==> src/rtl/alu_chain_pkg.sv <==
// Shared ALU types for the nibble-serial chain wrapper.
// Op encoding matches the CPU ALU.
package alu_chain_pkg;

  typedef enum logic [3:0] {
    ALU_ADD        = 4'd0,
    ALU_ADC        = 4'd1,
    ALU_ADC_NO_DEC = 4'd2,
    ALU_SUB        = 4'd3,
    ALU_SBC        = 4'd4,
    ALU_AND        = 4'd5,
    ALU_OR         = 4'd6,
    ALU_XOR        = 4'd7,
    ALU_RLC        = 4'd8,
    ALU_RRC        = 4'd9,
    ALU_CP         = 4'd10,
    ALU_NOT        = 4'd11
  } alu_op_t;

  localparam int ALU_CHAIN_MAX_NIBBLES = 16;

  typedef enum logic [1:0] {
    IDLE = 2'd0,
    RUN  = 2'd1,
    DONE = 2'd2
  } chain_state_t;

  function automatic logic is_msb_first(input alu_op_t op);
    return op == ALU_RRC;
  endfunction

  // ADD, SUB and CP start their chain from a clear carry
  function automatic logic uses_carry_in(input alu_op_t op);
    return !(op == ALU_ADD || op == ALU_SUB || op == ALU_CP);
  endfunction

endpackage

==> src/rtl/alu_chain_nibble.sv <==
// Per-nibble ALU core: one 4-bit slice with carry/borrow
// in and out, binary or BCD.
module alu_chain_nibble
  import alu_chain_pkg::*;
(
  input  alu_op_t    op,
  input  logic [3:0] a,
  input  logic [3:0] b,
  input  logic       c_in,
  input  logic       decimal,
  output logic [3:0] r,
  output logic       c_out,
  output logic       illegal
);

  logic [4:0] sum;
  logic [4:0] dif;
  logic       dec_add;
  logic       dec_sub;

  assign sum = {1'b0, a} + {1'b0, b} + {4'b0, c_in};
  assign dif = {1'b0, a} - {1'b0, b} - {4'b0, c_in};

  assign dec_add = decimal && (op != ALU_ADC_NO_DEC);
  assign dec_sub = decimal && (op != ALU_CP);

  always_comb begin
    r       = a;
    c_out   = c_in;
    illegal = 1'b0;
    unique case (op)
      ALU_ADD, ALU_ADC, ALU_ADC_NO_DEC: begin
        r     = sum[3:0];
        c_out = sum[4];
        if (dec_add && sum >= 5'd10) begin
          r     = sum[3:0] - 4'd10;
          c_out = 1'b1;
        end
      end
      ALU_SUB, ALU_SBC, ALU_CP: begin
        // dif[4] is the borrow: a-b-c never drops below -16
        r     = dif[3:0];
        c_out = dif[4];
        if (dec_sub && dif[4]) begin
          r = dif[3:0] + 4'd10;
        end
      end
      ALU_AND: r = a & b;
      ALU_OR:  r = a | b;
      ALU_XOR: r = a ^ b;
      ALU_RLC: begin
        r     = {a[2:0], c_in};
        c_out = a[3];
      end
      ALU_RRC: begin
        r     = {c_in, a[3:1]};
        c_out = a[0];
      end
      default: illegal = 1'b1;
    endcase
  end

endmodule

==> src/rtl/alu_chain.sv <==
// Runs one ALU op across NIBBLES digits, one nibble per
// clock, chaining carry/borrow through a single core.
module alu_chain
  import alu_chain_pkg::*;
#(
  parameter int NIBBLES = 4
) (
  input  logic                 clk,
  input  logic                 reset,
  input  logic                 start,
  input  alu_op_t              op,
  input  logic [4*NIBBLES-1:0] a,
  input  logic [4*NIBBLES-1:0] b,
  input  logic                 carry_in,
  input  logic                 decimal_in,
  output logic                 busy,
  output logic                 done,
  output logic [4*NIBBLES-1:0] result,
  output logic                 carry_out,
  output logic                 zero_out,
  output logic                 illegal
);

  localparam int W  = 4 * NIBBLES;
  localparam int IW = $clog2(ALU_CHAIN_MAX_NIBBLES);
  localparam logic [IW-1:0] LAST = IW'(NIBBLES - 1);

  function automatic logic [W-1:0] rotr4(input logic [W-1:0] x);
    return (x >> 4) | (x << (W - 4));
  endfunction

  function automatic logic [W-1:0] rotl4(input logic [W-1:0] x);
    return (x << 4) | (x >> (W - 4));
  endfunction

  chain_state_t   state_q, state_d;
  logic [IW-1:0]  idx_q, idx_d;
  alu_op_t        op_q, op_d;
  logic           dec_q, dec_d;
  logic [W-1:0]   a_q, a_d;
  logic [W-1:0]   b_q, b_d;
  logic [W-1:0]   acc_q, acc_d;
  logic           c_q, c_d;
  logic           zacc_q, zacc_d;
  logic [W-1:0]   result_q, result_d;
  logic           carry_out_q, carry_out_d;
  logic           zero_out_q, zero_out_d;
  logic           illegal_q, illegal_d;

  logic           msb;
  logic [3:0]     nib_a;
  logic [3:0]     nib_b;
  logic [3:0]     nib_r;
  logic           nib_c;
  logic           nib_ill;
  logic [W-1:0]   nib_ext;

  assign msb     = is_msb_first(op_q);
  assign nib_a   = msb ? a_q[W-1 -: 4] : a_q[3:0];
  assign nib_b   = msb ? b_q[W-1 -: 4] : b_q[3:0];
  assign nib_ext = W'(nib_r);

  alu_chain_nibble u_core (
    .op      (op_q),
    .a       (nib_a),
    .b       (nib_b),
    .c_in    (c_q),
    .decimal (dec_q),
    .r       (nib_r),
    .c_out   (nib_c),
    .illegal (nib_ill)
  );

  always_comb begin
    state_d     = state_q;
    idx_d       = idx_q;
    op_d        = op_q;
    dec_d       = dec_q;
    a_d         = a_q;
    b_d         = b_q;
    acc_d       = acc_q;
    c_d         = c_q;
    zacc_d      = zacc_q;
    result_d    = result_q;
    carry_out_d = carry_out_q;
    zero_out_d  = zero_out_q;
    illegal_d   = 1'b0;
    unique case (state_q)
      IDLE, DONE: begin
        state_d = IDLE;
        if (start) begin
          state_d = RUN;
          idx_d   = '0;
          op_d    = op;
          dec_d   = decimal_in;
          a_d     = a;
          b_d     = b;
          acc_d   = '0;
          c_d     = uses_carry_in(op) ? carry_in : 1'b0;
          zacc_d  = 1'b1;
        end
      end
      RUN: begin
        idx_d  = idx_q + 1'b1;
        c_d    = nib_c;
        zacc_d = zacc_q & (nib_r == 4'd0);
        // A rotates a full turn so it is intact for CP
        if (msb) begin
          a_d   = rotl4(a_q);
          b_d   = rotl4(b_q);
          acc_d = (acc_q << 4) | nib_ext;
        end else begin
          a_d   = rotr4(a_q);
          b_d   = rotr4(b_q);
          acc_d = (acc_q >> 4) | (nib_ext << (W - 4));
        end
        if (idx_q == LAST) begin
          state_d     = DONE;
          carry_out_d = nib_c;
          zero_out_d  = zacc_d;
          illegal_d   = nib_ill;
          result_d    = (op_q == ALU_CP) ? a_d : acc_d;
        end
      end
      default: state_d = IDLE;
    endcase
  end

  always_ff @(posedge clk or posedge reset) begin
    if (reset) begin
      state_q     <= IDLE;
      idx_q       <= '0;
      op_q        <= ALU_ADD;
      dec_q       <= 1'b0;
      a_q         <= '0;
      b_q         <= '0;
      acc_q       <= '0;
      c_q         <= 1'b0;
      zacc_q      <= 1'b0;
      result_q    <= '0;
      carry_out_q <= 1'b0;
      zero_out_q  <= 1'b0;
      illegal_q   <= 1'b0;
    end else begin
      state_q     <= state_d;
      idx_q       <= idx_d;
      op_q        <= op_d;
      dec_q       <= dec_d;
      a_q         <= a_d;
      b_q         <= b_d;
      acc_q       <= acc_d;
      c_q         <= c_d;
      zacc_q      <= zacc_d;
      result_q    <= result_d;
      carry_out_q <= carry_out_d;
      zero_out_q  <= zero_out_d;
      illegal_q   <= illegal_d;
    end
  end

  assign busy      = (state_q == RUN);
  assign done      = (state_q == DONE);
  assign result    = result_q;
  assign carry_out = carry_out_q;
  assign zero_out  = zero_out_q;
  assign illegal   = illegal_q;

endmodule

==> config.mk <==
export PLATFORM = sky130hd
export DESIGN_NAME = alu_chain
export DESIGN_NICKNAME = d
export VERILOG_FILES = /design/src/rtl/alu_chain_pkg.sv /design/src/rtl/alu_chain_nibble.sv /design/src/rtl/alu_chain.sv
export SDC_FILE = /design/constraint.sdc
export NUM_CORES = 1
export LEC_CHECK = 0
export BUFFER_PORTS_ARGS = -buffer_cell sky130_fd_sc_hd__buf_2
export CAP_MARGIN = 15
export CORE_ASPECT_RATIO = 2
export CORE_MARGIN = 10
export CORE_UTILIZATION = 30
export DETAILED_ROUTE_END_ITERATION = 16
export GPL_ROUTABILITY_DRIVEN = 0
export GPL_TIMING_DRIVEN = 0
export PLACE_DENSITY_LB_ADDON = 0.1
export SLEW_MARGIN = 0
export SYNTH_ARGS = -nofsm -noshare
export SYNTH_HDL_FRONTEND = slang
export SYNTH_SLANG_ARGS = --single-unit
==> constraint.sdc <==
create_clock -name clk -period 6.7 [get_ports clk]
set_input_delay 0.335 -clock clk [delete_from_list [all_inputs] [get_ports clk]]
set_output_delay 0.335 -clock clk [all_outputs]
set_load 0.05 [all_outputs]
==> reports/metrics.cfg, run 1 <==
[status]
status = finished, final reports clean

[run]
drv_cap = 0

[detailed_routing]
drtPass1Iterations = 5
drt_iter0_drc = 272
drc = 0
wire_per_inst_um = 21.5
wirelength_um = 20300
dr_total_vias = 5101
via_per_inst = 5.39
antenna_left = 0

[floorplanning]
die_x_um = 114
die_area_um2 = 23600
ioPinCount = 62
row_count = 68
initial_core_util = 0.305
core_area_um2 = 17300
die_h_um = 208

[placement]
io_buffers = 61
dpl.hpwl_um = 16000

[sta]
clock_skew_ns = 0.00918
min_period_ns = 6.41
worst_pin_slew_ns = 0.771
slew_violations = 0
setup_viol = 0
tns_ns = 0
hold_viol = 0
min_period_over_period = 0.957
clock.fmax_mhz = 156
maxSlewHeadroom = 0.481

[synth]
synthMuxAreaShare = 0.0482
synth_cell_type_count = 62
synthesis.area_um2 = 5270
seq_area_frac_synth = 0.380
synth_warnings = 0
synth_ff_type = dfrtp_1
syn_avg_cell_area_um2 = 8.31
ys_seq_elements = 80
synth_xor_xnor_area_share = 0.0223
synth_compound_area_frac = 0.217
synth_enable_flop_cells = 0
synthCells = 635
synth_top_family_by_area = simple AND/OR/NAND/NOR gates
synth_adder_area_share = 0.0508
synthSimpleGateAreaFrac = 0.235
async_flop_share = 1.00

[cts]
cts-root-buf = clkbuf_16
clk_pin_slew_ns = 0.06
hold_buffers = 0
clock_latency_ns = 0.35
htreeDepth = 3
cts_made_buffers = 9
clkSinkCount = 80
cts_tree = built
cts.path.max_buffers = 2

[layout]
drive_above_1_share = 0.179
fill_cells = 1803
antenna_cells = 0
final_nets = 792
multiInputGateArea_um2 = 3200
ff_latch_area_um2 = 2000
syn_to_final_growth_pct = 21.7
finalCoreUtilization = 0.372

[critical_path]
crit_required_ns = 6.90
cp-end-kind = flip-flop
slowest_stage = fa_2
crit_type = reg2reg
cp_max_fo = 11
arrival_ns = 6.61
crit_path_start_kind = flip-flop
cpPeakStageDelay_ns = 0.49

[global_routing]
grt_max_degree = 42
antenna_found_initial = 0
grt_pass1_wl_um = 31000
grt.total_usage = 0.170
overflow = 0
grt_pass1_vias = 5383

[hold_path]
hold_class = in2async

-- cells in the final DEF, fill, tap and decap left out, types with 5 or more instances in the layout --
cell and instances:
dfrtp_1 78, buf_4 6, a31oi_1 17, nand3_1 15, clkbuf_1 27, nand2_1 146, inv_1 14, a21oi_1 21
nor2b_1 15, a22o_1 7, and2_1 10, conb_1 21, nand2b_1 8, o22ai_1 5, xnor2_1 6, and3_1 9
ha_1 13, clkbuf_16 9, a21o_1 6, nor2_1 35, o21ai_0 45, mux2i_1 21, a211oi_1 8, a221o_1 5
a22oi_1 17, o21ai_1 7, buf_2 69, nor3_1 7
-- final timing paths --
kind / from / end / slack, ns / cells after the start
setup / recovery: op_q[1]$_DFFE_PP0P_ / acc_q[15]$_DFFE_PP0P_ / 0.29 / 32
hold / removal: reset / idx_q[2]$_DFFE_PP0P_ / 0.04 / 2
setup reg to reg: op_q[1]$_DFFE_PP0P_ / acc_q[15]$_DFFE_PP0P_ / 0.29 / 32
hold reg to reg: result[5]$_DFFE_PP0P_ / result[5]$_DFFE_PP0P_ / 0.46 / 2
max in group asynchronous: reset / op_q[0]$_DFFE_PP0P_ / 6.04 / 3
min in group clk: decimal_in / dec_q$_DFFE_PP0P_ / 0.18 / 3
-- sequential cells by signal, summed over array words and instances, names as in the netlist --
name / cells
op_q: 4
dec_q: 1
acc_q: 16
zero_out: 1
illegal: 1
zacc_q: 1
b_q: 16
idx_q: 4
result: 16
c_q: 1
state_q: 2
a_q: 16
carry_out: 1
-- layer usage --
| layer | routed length (µm) | track usage |
|---|---|---|
| met4 | 1260 | 0.106 |
| met5 | 0 | 0 |
| met1 | 7340 | 0.171 |
| met2 | 11000 | 0.312 |
| met3 | 722 | 0.0258 |
-- stage by stage --
step                area [µm²]  setup slack [ns]  hold slack [ns]  instances
floorplan                 5350             0.672            0.440        655
global placement          5920             -1.25            0.449        926
detailed placement        5940             -1.33            0.428        927
CTS                       6340            0.0230           0.0599        944
global route              6420           -0.0187           0.0820        946
finish                    6420             0.287           0.0392        946
-- area by class of cell --
class                   count  share of cell area
inverters                  16             0.00974
clock inverters             3              0.0101
well taps                 210              0.0409
multi-input cells         517               0.499
repair buffers             66              0.0553
clock buffers              12              0.0400
plain buffers              42              0.0329
flip-flops and latches     80               0.312
-- cells in the mapped netlist (7+ instances only) --
cell	count	area [µm²]
nand2_1	146	548
dfrtp_1	80	2000
o21ai_0	48	240
nor2_1	37	139
clkbuf_1	31	116
a21oi_1	22	110
mux2i_1	22	220
a22oi_1	17	128
a31oi_1	17	106
inv_1	16	60.1
nor2b_1	16	100
ha_1	15	188
nand3_1	15	75.1
and2_1	11	68.8
and3_1	10	62.6
a211oi_1	8	60.1
buf_2	8	40.0
nand2b_1	8	50.1
a22o_1	7	61.3
nor3_1	7	35.0
-- critical path, delay by kind of cell, from the launching register on --
kind	cells	cell delay [ns]
buffers and inverters	6	0.85
multiplexers	1	0.16
AND/OR/NAND/NOR	11	1.92
AO/OA/AOI/OAI	10	1.72
flip-flops	1	0.36
adder cells (fa/ha/maj)	4	1.25
-- logic make-up after synthesis --
kind of cell	after synthesis
buffers and inverters	58
xor gates and xnor gates	10
adders and majority gates	19
DFF	80
muxes	24
AOI/OAI and AO/OA	172
other	1
and+or+nand+nor	271
-- timing repair --
| item | 4_1_cts | 5_1_grt |
|---|---|---|
| setup buffers | 2 | 2 |
| resized for setup | 24 | 17 |
| setup endpoints to repair | 15 | 6 |
| pin swaps | 3 | 5 |
Power of run 1 is left out: the tool's default activity adds up to more than one toggle a clock period on the data nets, which glitch-free logic cannot reach.
==> run 2: changes to the inputs <==
==> constraint.sdc (replaced) <==
create_clock -name clk -period 6 [get_ports clk]
set_input_delay 0.3 -clock clk [delete_from_list [all_inputs] [get_ports clk]]
set_output_delay 0.3 -clock clk [all_outputs]
set_load 0.05 [all_outputs]
==> reports/metrics.cfg, run 2 (synthesis results as in run 1) <==
[status]
status = finished, final reports clean

[floorplanning]
core_area_um2 = 17300  ; unchanged
die_h_um = 208  ; unchanged
ioPinCount = 62  ; unchanged
die_area_um2 = 23600  ; unchanged
die_x_um = 114  ; unchanged
row_count = 68  ; unchanged
initial_core_util = 0.305  ; unchanged

[sta]
min_period_over_period = 0.997  ; +0.0401
slew_violations = 0  ; unchanged
min_period_ns = 5.98  ; -0.429 ns
hold_viol = 0  ; unchanged
worst_pin_slew_ns = 0.964  ; +0.194 ns
maxSlewHeadroom = 0.350  ; -0.130
rsz0062_at_grt = true
clock.fmax_mhz = 167  ; +7.2%
clock_skew_ns = 0.00872  ; -0.000456 ns
setup_viol = 0  ; unchanged

[layout]
mostFrequentLayoutCells = 145 x nand2_1, 77 x dfrtp_1, 66 x buf_2, 42 x o21ai_0, 33 x nor2_1
layout_commonest_cell = nand2_1
antenna_cells = 0  ; unchanged
final_nets = 812  ; +2.5%
syn_to_final_growth_pct = 27.8
instances_no_fill = 966  ; +2.1%
drive_above_1_share = 0.228  ; +0.0482

[cts]
cts_made_buffers = 9  ; unchanged
clkSinkCount = 80  ; unchanged
clk_pin_slew_ns = 0.06  ; about the same
cts_tree = built
clock_latency_ns = 0.35  ; about the same
cts.path.max_buffers = 2  ; unchanged
htreeDepth = 3  ; unchanged
cts-root-buf = clkbuf_16

[critical_path]
crit_start = op_q[2]$_DFFE_PP0P_
rr_startpoint = op_q[2]$_DFFE_PP0P_
timing.rr.end = result[15]$_DFFE_PP0P_
reg2reg_slack_ns = 0.02  ; -0.27 ns
crit_type = reg2reg
crit_required_ns = 6.25  ; -0.65 ns
crit_path_start_kind = flip-flop
reg2regPathDepth = 32  ; unchanged
worstSetupEndpoint = result[15]$_DFFE_PP0P_
cpPeakStageDelay_ns = 0.59  ; +0.10 ns
arrival_ns = 6.24  ; -0.37 ns
slowest_stage = fa_2
cp_max_fo = 6  ; -5
cpMostUsedCell = buf_6
cp-end-kind = flip-flop

[global_routing]
overflow = 0  ; unchanged
met1_usage = 0.171  ; about the same
grt_util_met3 = 0.0281  ; +0.00231
grt_pass1_wl_um = 31700  ; +2.4%
grt.total_usage = 0.173  ; +0.00297
antenna_found_initial = 0  ; unchanged
gr-max-usage-layer = met2
grt_max_degree = 42  ; unchanged
met2_usage = 0.325  ; +0.0135
grt_pass1_vias = 5513  ; +2.4%

[detailed_routing]
dr_total_vias = 5226  ; +2.5%
wire_per_inst_um = 21.2  ; -1.3%
drc = 0  ; unchanged
drtPass1Iterations = 5  ; unchanged
via_per_inst = 5.41  ; +0.33%
wirelength_um = 20500  ; +0.81%
drt_iter0_drc = 316  ; +16%
antenna_left = 0  ; unchanged

[hold_path]
hold_class = in2async

[run]
drv_cap = 0  ; unchanged

[placement]
placed_cells = 927  ; unchanged
dpl.hpwl_um = 16000  ; -0.44%
io_buffers = 61  ; unchanged

[run 2: cell types whose count changed in the layout (fill, tap and decap cells not counted), sizes merged]
cell / previous run / this run
buf: 79 / 99
clkinvlp: 0 / 1
clkinv: 1 / 0
[run 2: per-stage QoR]
step	util	TNS (ns)	setup WS, ns	hold slack, ns	area [µm²]
after floorplan	-	0	0.0913	0.405	5350
after global placement	0.343	-16.00	-1.77	0.450	5920
after detailed placement	0.344	-16.66	-1.79	0.397	5940
after CTS	0.385	-0.0219	-0.0219	0.0291	6650
after global routing	0.390	-0.970	-0.210	0.0518	6740
final	0.390	0	0.0162	0.0139	6740
[run 2: critical path: cells and delay by family (launching register included)]
family | cells | cell delay [ns]
simple gates | 10 | 1.57
fa+ha+maj | 4 | 1.37
compound gates | 11 | 1.67
flops | 1 | 0.37
buf+inv | 6 | 0.65
mux | 1 | 0.25
[run 2: how the worst min path moves through the flow]
stage	cells past startpoint	endpoint	slack, ns
after detailed placement	2	idx_q[2]$_DFFE_PP0P_	0.40
after floorplan	2	dec_q$_DFFE_PP0P_	0.41
after global placement	2	result[9]$_DFFE_PP0P_	0.45
after global routing	2	b_q[5]$_DFFE_PP0P_	0.05
after CTS	2	idx_q[2]$_DFFE_PP0P_	0.03
final	2	idx_q[2]$_DFFE_PP0P_	0.01
[run 2: timing repair]
item,4_1_cts,5_1_grt
setup buffers,19,7
hold buffers,0,0
pin swaps,23,17
gates resized for setup,64,16
cloned,0,0
endpoints found under the setup margin,18,10
[run 2: layout make-up]
cell class	count	area, µm²
buffer	40	231
sequential	80	2010
clock buffer	12	236
inverter	16	65.1
clock inverter	3	67.6
timing repair buffer	88	524
fill	1818	10500
tap	210	263
multi-input combinational	517	3340
[run 2: per-layer routing]
layer / vias up / share of wire
met2: 168 / 0.55
li1: 2451 / -
met4: 0 / 0.057
met5: - / 0
met1: 2544 / 0.36
met3: 63 / 0.039
Power of run 2 is left out for the same reason.
==> run 3: changes to the inputs <==
--- a/config.mk
+++ b/config.mk
@@ -8,7 +8,6 @@
 export BUFFER_PORTS_ARGS = -buffer_cell sky130_fd_sc_hd__buf_2
 export CAP_MARGIN = 15
 export CORE_ASPECT_RATIO = 2
-export CORE_MARGIN = 10
 export CORE_UTILIZATION = 30
 export DETAILED_ROUTE_END_ITERATION = 16
 export GPL_ROUTABILITY_DRIVEN = 0
==> reports/metrics.cfg, run 3 (synthesis results as in run 1) <==
[status]
failed_checks = setup timing
status = finished with violations

[detailed_routing]
wire_per_inst_um = 20.5  ; -3.3%
dr_total_vias = 5180  ; -0.88%
wirelength_um = 19900  ; -3.0%
drtPass1Iterations = 5  ; unchanged
antenna_left = 0  ; unchanged
via_per_inst = 5.35  ; -1.2%
drt_iter0_drc = 245  ; -22%
drc = 0  ; unchanged

[sta]
maxSlewHeadroom = 0.234  ; -0.116
tns_ns = -0.0717  ; -0.0717 ns
worst_pin_slew_ns = 1.14  ; +0.173 ns
clock.fmax_mhz = 166  ; -0.96%
fin_ws_ns = -0.0417  ; -0.0579 ns
rsz0062_at_grt = true
hold_viol = 0  ; unchanged
min_period_ns = 6.04  ; +0.0579 ns
clock_skew_ns = 0.00700  ; -0.00172 ns
min_period_over_period = 1.01  ; +0.00965
setup_viol = 2  ; +2
slew_violations = 0  ; unchanged

[cts]
cts.path.max_buffers = 2  ; unchanged
cts-root-buf = clkbuf_16
clk_pin_slew_ns = 0.06  ; about the same
htreeDepth = 3  ; unchanged
cts_tree = built
cts_made_buffers = 9  ; unchanged
clkSinkCount = 80  ; unchanged
clock_latency_ns = 0.35  ; about the same

[critical_path]
rr_startpoint = op_q[2]$_DFFE_PP0P_
timing.rr.end = result[15]$_DFFE_PP0P_
crit_type = reg2reg
reg2regPathDepth = 33  ; +3.1%
crit_start = op_q[2]$_DFFE_PP0P_
arrival_ns = 6.29  ; +0.05 ns
slowest_stage = fa_2
cp-end-kind = flip-flop
reg2reg_slack_ns = -0.04  ; -0.06 ns
cp_max_fo = 9  ; +3
cpPeakStageDelay_ns = 0.69  ; +0.10 ns
worstSetupEndpoint = result[15]$_DFFE_PP0P_
crit_path_start_kind = flip-flop
crit_required_ns = 6.25  ; about the same

[layout]
layout_commonest_cell = nand2_1
drive_above_1_share = 0.231  ; +0.00305
finalInstanceArea_um2 = 6760  ; +0.26%
syn_to_final_growth_pct = 28.1
mostFrequentLayoutCells = 145 x nand2_1, 78 x dfrtp_1, 66 x buf_2, 42 x o21ai_0, 34 x nor2_1
final_nets = 814  ; +0.25%
antenna_cells = 0  ; unchanged

[placement]
place_area_um2 = 5950  ; +0.13%
dpl.hpwl_um = 15400  ; -3.7%
pre_cts_slack_ns = -1.66  ; +0.126 ns
io_buffers = 61  ; unchanged

[global_routing]
overflow = 0  ; unchanged
grt_pass1_wl_um = 31100  ; -1.9%
grt.total_usage = 0.236  ; +0.0635
grt_max_degree = 61  ; +45%
grt_pass1_vias = 5482  ; -0.56%
antenna_found_initial = 0  ; unchanged

[floorplanning]
row_count = 68  ; unchanged
initial_core_util = 0.307  ; +0.00151
die_area_um2 = 18100  ; -23%
die_x_um = 95.8  ; -16%
core_area_um2 = 17200  ; -0.49%
die_h_um = 190  ; -8.7%
ioPinCount = 62  ; unchanged

[run]
drv_cap = 0  ; unchanged

[hold_path]
hold_class = in2reg

## run 3: cell types whose count changed in the layout (fill, tap and decap cells not counted), moves of 2 or more
cell / delta
bufinv_16: -2
clkbuf_1: -2
clkinvlp_4: +2
clkbuf_8: +2
clkinv_2: +2
buf_12: -2
## run 3: worst max-delay path: cells and delay by family (launching register included)
| family | cells | cell delay [ns] |
|---|---|---|
| AND/OR/NAND/NOR | 10 | 1.57 |
| XOR/XNOR | 1 | 0.16 |
| buffers and inverters | 6 | 0.56 |
| AO/OA/AOI/OAI | 10 | 1.39 |
| flip-flops | 1 | 0.37 |
| multiplexers | 1 | 0.23 |
| adder cells (fa/ha/maj) | 5 | 1.65 |
## run 3: worst min-delay path by stage
stage	start	end	slack, ns	cells after the start
global placement	result[9]$_DFFE_PP0P_	result[9]$_DFFE_PP0P_	0.45	2
global route	decimal_in	dec_q$_DFFE_PP0P_	0.18	3
finish	decimal_in	dec_q$_DFFE_PP0P_	0.15	3
detailed placement	reset	b_q[8]$_DFFE_PP0P_	0.29	2
CTS	decimal_in	dec_q$_DFFE_PP0P_	0.13	3
floorplan	decimal_in	dec_q$_DFFE_PP0P_	0.41	2
## run 3: timing repair
action / CTS / global route
setup endpoints to repair: 18 / 6
setup buffers: 22 / 4
hold buffers: 1 / 0
pin swaps: 26 / 17
gates resized for setup: 63 / 17
endpoints found under the hold margin: 20 / 0
## run 3: cell type report
cell class / count / area [µm²]
sequential: 80 / 2000
timing repair buffer: 89 / 538
tap: 210 / 263
clock inverter: 5 / 32.5
multi-input combinational: 517 / 3370
inverter: 16 / 67.6
buffer: 41 / 240
clock buffer: 11 / 243
fill: 1813 / 10400
## run 3: routing by layer
metal,GRT usage,vias up,part of all wire
met3,0.0281,53,0.029
li1,-,2460,-
met2,0.437,137,0.55
met1,0.254,2530,0.37
met4,0.119,0,0.048
met5,0,-,0
## run 3: per-stage QoR
stage          hold WS (ns)  cells   util
2_1_floorplan         0.405    655      -
3_3_place_gp          0.449    926  0.344
3_5_place_dp          0.294    927  0.346
4_1_cts               0.131    965  0.387
5_1_grt               0.180    969  0.393
6_report              0.149    969  0.393
Power of run 3 is left out for the same reason.
